$ cat src/rtl/alu_arbiter.sv
// Two-requester front end sharing one external 32-bit ALU, with a one-entry response register per requester.
// Build option: define ALU_ARB_ROUND_ROBIN_EN for round-robin arbitration; otherwise requester 0 has fixed priority.
module alu_arbiter (
  input  logic        clk,
  input  logic        rst,
  input  logic        req0_valid,
  output logic        req0_ready,
  input  logic [31:0] req0_a,
  input  logic [31:0] req0_b,
  input  logic [3:0]  req0_op,
  input  logic [2:0]  req0_funct3,
  input  logic        req0_f7b5,
  input  logic        req1_valid,
  output logic        req1_ready,
  input  logic [31:0] req1_a,
  input  logic [31:0] req1_b,
  input  logic [3:0]  req1_op,
  input  logic [2:0]  req1_funct3,
  input  logic        req1_f7b5,
  output logic        rsp0_valid,
  input  logic        rsp0_ready,
  output logic [31:0] rsp0_result,
  output logic        rsp0_zero,
  output logic        rsp1_valid,
  input  logic        rsp1_ready,
  output logic [31:0] rsp1_result,
  output logic        rsp1_zero,
  output logic [31:0] alu_operand_a,
  output logic [31:0] alu_operand_b,
  output logic [3:0]  alu_op,
  output logic [2:0]  alu_funct3,
  output logic        alu_funct7_bit5,
  input  logic [31:0] alu_result,
  input  logic        alu_is_zero,
  output logic        last_grant
);

  logic        rsp0_valid_q, rsp0_valid_d;
  logic [31:0] rsp0_result_q, rsp0_result_d;
  logic        rsp0_zero_q, rsp0_zero_d;
  logic        rsp1_valid_q, rsp1_valid_d;
  logic [31:0] rsp1_result_q, rsp1_result_d;
  logic        rsp1_zero_q, rsp1_zero_d;
  logic        last_grant_q, last_grant_d;
  logic        elig0, elig1;
  logic        grant0, grant1;

  // A requester may issue when its response slot is free or being drained this cycle.
  always_comb begin
    elig0  = req0_valid & (~rsp0_valid_q | rsp0_ready);
    elig1  = req1_valid & (~rsp1_valid_q | rsp1_ready);
    grant0 = 1'b0;
    grant1 = 1'b0;
    if (rst) begin
      grant0 = 1'b0;
      grant1 = 1'b0;
    end else if (elig0 && elig1) begin
`ifdef ALU_ARB_ROUND_ROBIN_EN
      grant0 = last_grant_q;
      grant1 = ~last_grant_q;
`else
      grant0 = 1'b1;
      grant1 = 1'b0;
`endif
    end else begin
      grant0 = elig0;
      grant1 = elig1;
    end
  end

  // Steer the granted requester onto the shared ALU; quiet zeros when idle.
  always_comb begin
    alu_operand_a   = 32'd0;
    alu_operand_b   = 32'd0;
    alu_op          = 4'd0;
    alu_funct3      = 3'd0;
    alu_funct7_bit5 = 1'b0;
    if (grant0) begin
      alu_operand_a   = req0_a;
      alu_operand_b   = req0_b;
      alu_op          = req0_op;
      alu_funct3      = req0_funct3;
      alu_funct7_bit5 = req0_f7b5;
    end else if (grant1) begin
      alu_operand_a   = req1_a;
      alu_operand_b   = req1_b;
      alu_op          = req1_op;
      alu_funct3      = req1_funct3;
      alu_funct7_bit5 = req1_f7b5;
    end else begin
      alu_operand_a   = 32'd0;
    end
  end

  // A new accept overrides a same-cycle consume, so the valid flag never dips.
  always_comb begin
    rsp0_valid_d  = rsp0_valid_q;
    rsp0_result_d = rsp0_result_q;
    rsp0_zero_d   = rsp0_zero_q;
    rsp1_valid_d  = rsp1_valid_q;
    rsp1_result_d = rsp1_result_q;
    rsp1_zero_d   = rsp1_zero_q;
    last_grant_d  = last_grant_q;
    if (grant0) begin
      rsp0_valid_d  = 1'b1;
      rsp0_result_d = alu_result;
      rsp0_zero_d   = alu_is_zero;
      last_grant_d  = 1'b0;
    end else if (rsp0_valid_q && rsp0_ready) begin
      rsp0_valid_d  = 1'b0;
    end else begin
      rsp0_valid_d  = rsp0_valid_q;
    end
    if (grant1) begin
      rsp1_valid_d  = 1'b1;
      rsp1_result_d = alu_result;
      rsp1_zero_d   = alu_is_zero;
      last_grant_d  = 1'b1;
    end else if (rsp1_valid_q && rsp1_ready) begin
      rsp1_valid_d  = 1'b0;
    end else begin
      rsp1_valid_d  = rsp1_valid_q;
    end
  end

  // State registers; last_grant resets to 1 so round-robin starts with requester 0.
  always_ff @(posedge clk or posedge rst) begin
    if (rst) begin
      rsp0_valid_q  <= 1'b0;
      rsp0_result_q <= 32'd0;
      rsp0_zero_q   <= 1'b0;
      rsp1_valid_q  <= 1'b0;
      rsp1_result_q <= 32'd0;
      rsp1_zero_q   <= 1'b0;
      last_grant_q  <= 1'b1;
    end else begin
      rsp0_valid_q  <= rsp0_valid_d;
      rsp0_result_q <= rsp0_result_d;
      rsp0_zero_q   <= rsp0_zero_d;
      rsp1_valid_q  <= rsp1_valid_d;
      rsp1_result_q <= rsp1_result_d;
      rsp1_zero_q   <= rsp1_zero_d;
      last_grant_q  <= last_grant_d;
    end
  end

  assign req0_ready  = grant0;
  assign req1_ready  = grant1;
  assign rsp0_valid  = rsp0_valid_q;
  assign rsp0_result = rsp0_result_q;
  assign rsp0_zero   = rsp0_zero_q;
  assign rsp1_valid  = rsp1_valid_q;
  assign rsp1_result = rsp1_result_q;
  assign rsp1_zero   = rsp1_zero_q;
  assign last_grant  = last_grant_q;

endmodule

$ cat config.mk
export PLATFORM = sky130hd
export DESIGN_NAME = alu_arbiter
export DESIGN_NICKNAME = d
export VERILOG_FILES = /design/src/rtl/alu_arbiter.sv
export SDC_FILE = /design/constraint.sdc
export NUM_CORES = 1
export LEC_CHECK = 0
export CORE_AREA = 5 5 124 126
export CTS_CLUSTER_SIZE = 10
export DETAILED_ROUTE_END_ITERATION = 7
export DIE_AREA = 0 0 129 131
export HOLD_SLACK_MARGIN = 0.02
export PLACE_DENSITY_LB_ADDON = 0.12
export SKIP_LAST_GASP = 1
export SYNTH_ARGS = -nofsm -noshare
export SYNTH_HDL_FRONTEND = slang
export SYNTH_SLANG_ARGS = --single-unit
$ cat constraint.sdc
create_clock -name clk -period 14 [get_ports clk]
set_input_delay 2.8 -clock clk [delete_from_list [all_inputs] [get_ports clk]]
set_output_delay 2.8 -clock clk [all_outputs]
set_load 0.02 [all_outputs]
==> results.json <==
{
  "cts_hold_buf": 0,
  "die_x_um": 129,
  "io-pin-count": 326,
  "synth-simple-area-share_pct": 0.992,
  "crit_path_max_fanout": 76,
  "ys_ff_latch": 69,
  "slowest_stage": "buf_4",
  "cp-startpoint": "rst",
  "antenna_found_initial": 3,
  "gp_congestion": 0.867,
  "hold_viol_final": 0,
  "drv_slew": 0,
  "synth_cell_types": 16,
  "grt_first_pass_wirelength_um": 23000,
  "vias": 3633,
  "arrival_ns": 5.92,
  "tns_ns": 0,
  "status": "completed",
  "dp_hpwl_um": 13200,
  "synthMuxAreaShare_pct": 21.8,
  "worstMarginPinSlew_ns": 1.01,
  "clk_path_buf_depth": 2,
  "finalSetupViolations": 0,
  "skew_ns": 0.00410,
  "placementRows": 44,
  "startpoint_type": "input port",
  "crit_chain": "clkdlybuf4s50_1, inv_4, buf_4, nand3_2, buf_4, inv_1, clkdlybuf4s50_1",
  "io_buffers": 325,
  "ant_nets": 0,
  "vdd_drop_max_mv": 0.0850,
  "die_h_um": 131,
  "wire_per_inst_um": 22.4,
  "post_cts.repair.setup_buffers": 0,
  "grt.total_usage_pct": 18.1,
  "yosysTopAreaCell": "dfrtp_1",
  "fin_crit_sh_pct": 62.3,
  "cts.sink_count": 69,
  "yosysWarnings": 0,
  "numCtsBuffers": 9,
  "cap_violations": 0,
  "fill_cells": 1295,
  "required_ns": 11.20,
  "worstReg2RegStart": "rsp0_valid",
  "dieArea_um2": 16900,
  "p_leak_nw": 2.69,
  "yosysMostFrequentCell": "a32o_1",
  "wl_um": 16700,
  "hold_path.class": "register to register",
  "post-route-min-period_ns": 8.72,
  "critPathMaxStageDelay_ns": 0.79,
  "grt_pass1_vias": 3683,
  "path_clk_slew_ns": 0.05,
  "critPathCaptureType": "output port",
  "htreeDepth": 3,
  "synth.avg_cell_area_um2": 13.7,
  "synthTopCellsByArea": "dfrtp_1, mux2_2, a32o_1",
  "initial_core_util_pct": 24.0,
  "drc_errors": 0,
  "fmax_mhz": 115,
  "cts-root-buf": "clkbuf_16",
  "async_reset_ff_share_pct": 100,
  "max_slew_margin_pct": 32.7,
  "overflow": 0,
  "syn_area_um2": 3410,
  "synth-xor-area-share_pct": 0,
  "synthToLayoutAreaGrowth_pct": 109,
  "viasPerCell": 4.85,
  "drt-initial-drc-count": 166,
  "fin_nets": 742,
  "cts_tree": "yes",
  "dr.pass1.iters": 4,
  "synthAdderAreaFrac_pct": 0,
  "synth_compound_area_share_pct": 22.2,
  "clk_latency_ns": 0.33,
  "drive_gt1_share_pct": 16.3,
  "hp-start": "rsp1_result[21]",
  "rsz0062_at_grt": "no",
  "synthTopCellsByCount": "a32o_1, dfrtp_1, mux2_2, clkbuf_1, buf_2",
  "post-place-cells": 732,
  "grt_max_degree": 82,
  "pwr_density_cell_nw_per_um2": 115,
  "synth_edf_count": 0,
  "instances_no_fill": 749,
  "synth_top_family_by_area": "compound AO/OA/AOI/OAI gates",
  "yosysTopAreaCellShare_pct": 50.0,
  "synthFlopType": "dfrtp_1",
  "cts_resized": 0,
  "synth_cells": 248,
  "critPathKind": "input port to output port",
  "ys_seq_area_share_pct": 50.7,
  "synth_nets": 431,
  "coreArea_um2": 14200
}
[final timing paths]
path                                    to  slack, ns  cells after the start
max reg2reg                rsp1_result[30]      11.64                      4
max                             req0_ready       5.28                      7
max in group asynchronous  rsp0_result[15]       9.62                      3
min                        rsp1_result[21]       0.50                      1
min reg2reg                rsp1_result[21]       0.50                      1
min in group asynchronous       rsp1_valid       3.06                      2
[cells in the final DEF (no fill, tap or decap), drive strengths merged]
cell | synthesis | final
buf | 9 | 5
mux2 | 66 | 66
nand2 | 1 | 1
nand3 | 1 | 1
or2 | 1 | 1
nor2b | 1 | 1
clkbuf | 21 | 11
clkinv | 0 | 3
and2 | 1 | 1
clkinvlp | 0 | 1
nand2b | 1 | 1
a21o | 1 | 1
dfstp | 1 | 1
dfrtp | 68 | 68
diode | 0 | 1
clkdlybuf4s50 | 0 | 325
bufinv | 0 | 1
a2111oi | 1 | 1
a32o | 72 | 72
inv | 3 | 3
[power breakdown]
part	total (mW)	switching, mW	internal, mW	leakage (nW)
Combinational	0.326	0.146	0.180	1.73
Clock	0.227	0.0838	0.143	0.146
Sequential	0.262	0.0211	0.241	0.813
Total	0.815	0.250	0.564	2.69
[flip-flops by register name, indices dropped and copies added (netlist names)]
name	count
rsp1_valid	1
last_grant	1
rsp0_result	32
rsp0_valid	1
rsp1_result	32
rsp0_zero	1
rsp1_zero	1
[worst max-delay path: cells and delay by family]
family | cells | cell delay, ns
and+or+nand+nor | 1 | 0.10
buffers and inverters | 6 | 2.96
[through the flow]
| step | instance area, um^2 | power (mW) | hold WS [ns] | utilization (%) | worst slack [ns] |
|---|---|---|---|---|---|
| floorplan | 3410 | 0.405 | 0.545 | - | 5.35 |
| global placement | 6800 | 0.592 | 0.487 | 47.9 | 5.26 |
| detailed placement | 6800 | 0.595 | 0.491 | 47.9 | 5.21 |
| CTS | 7100 | 0.827 | 0.506 | 50.0 | 5.21 |
| global route | 7100 | 0.853 | 0.519 | 50.0 | 4.97 |
| finish | 7110 | 0.815 | 0.503 | 50.0 | 5.28 |
[metal layers]
metal  wire length, um  track usage [%]  up-vias
met5                23                0        -
met4               240             5.25        4
met1              6430             22.4     1798
met3              1460             5.61       20
met2              8590             30.4      172
li1                  -                -     1639
[area by class of cell]
class	count	area, um^2	share of cell area [%]
Antenna cell	1	2.50	0.0352
Clock buffer	11	243	3.42
Clock inverter	5	60.1	0.845
Inverter	3	13.8	0.194
Multi-Input combinational cell	146	1540	21.7
Sequential cell	69	1730	24.3
Tap cell	184	230	3.24
Timing Repair Buffer	330	3290	46.3
[logic make-up after synthesis]
family                 count (synthesis)
AO/OA/AOI/OAI                         74
multiplexers                          66
AND/OR/NAND/NOR                        6
buffers and inverters                 33
flip-flops                            69
No activity file was read; power rests on OpenSTA's default activity.
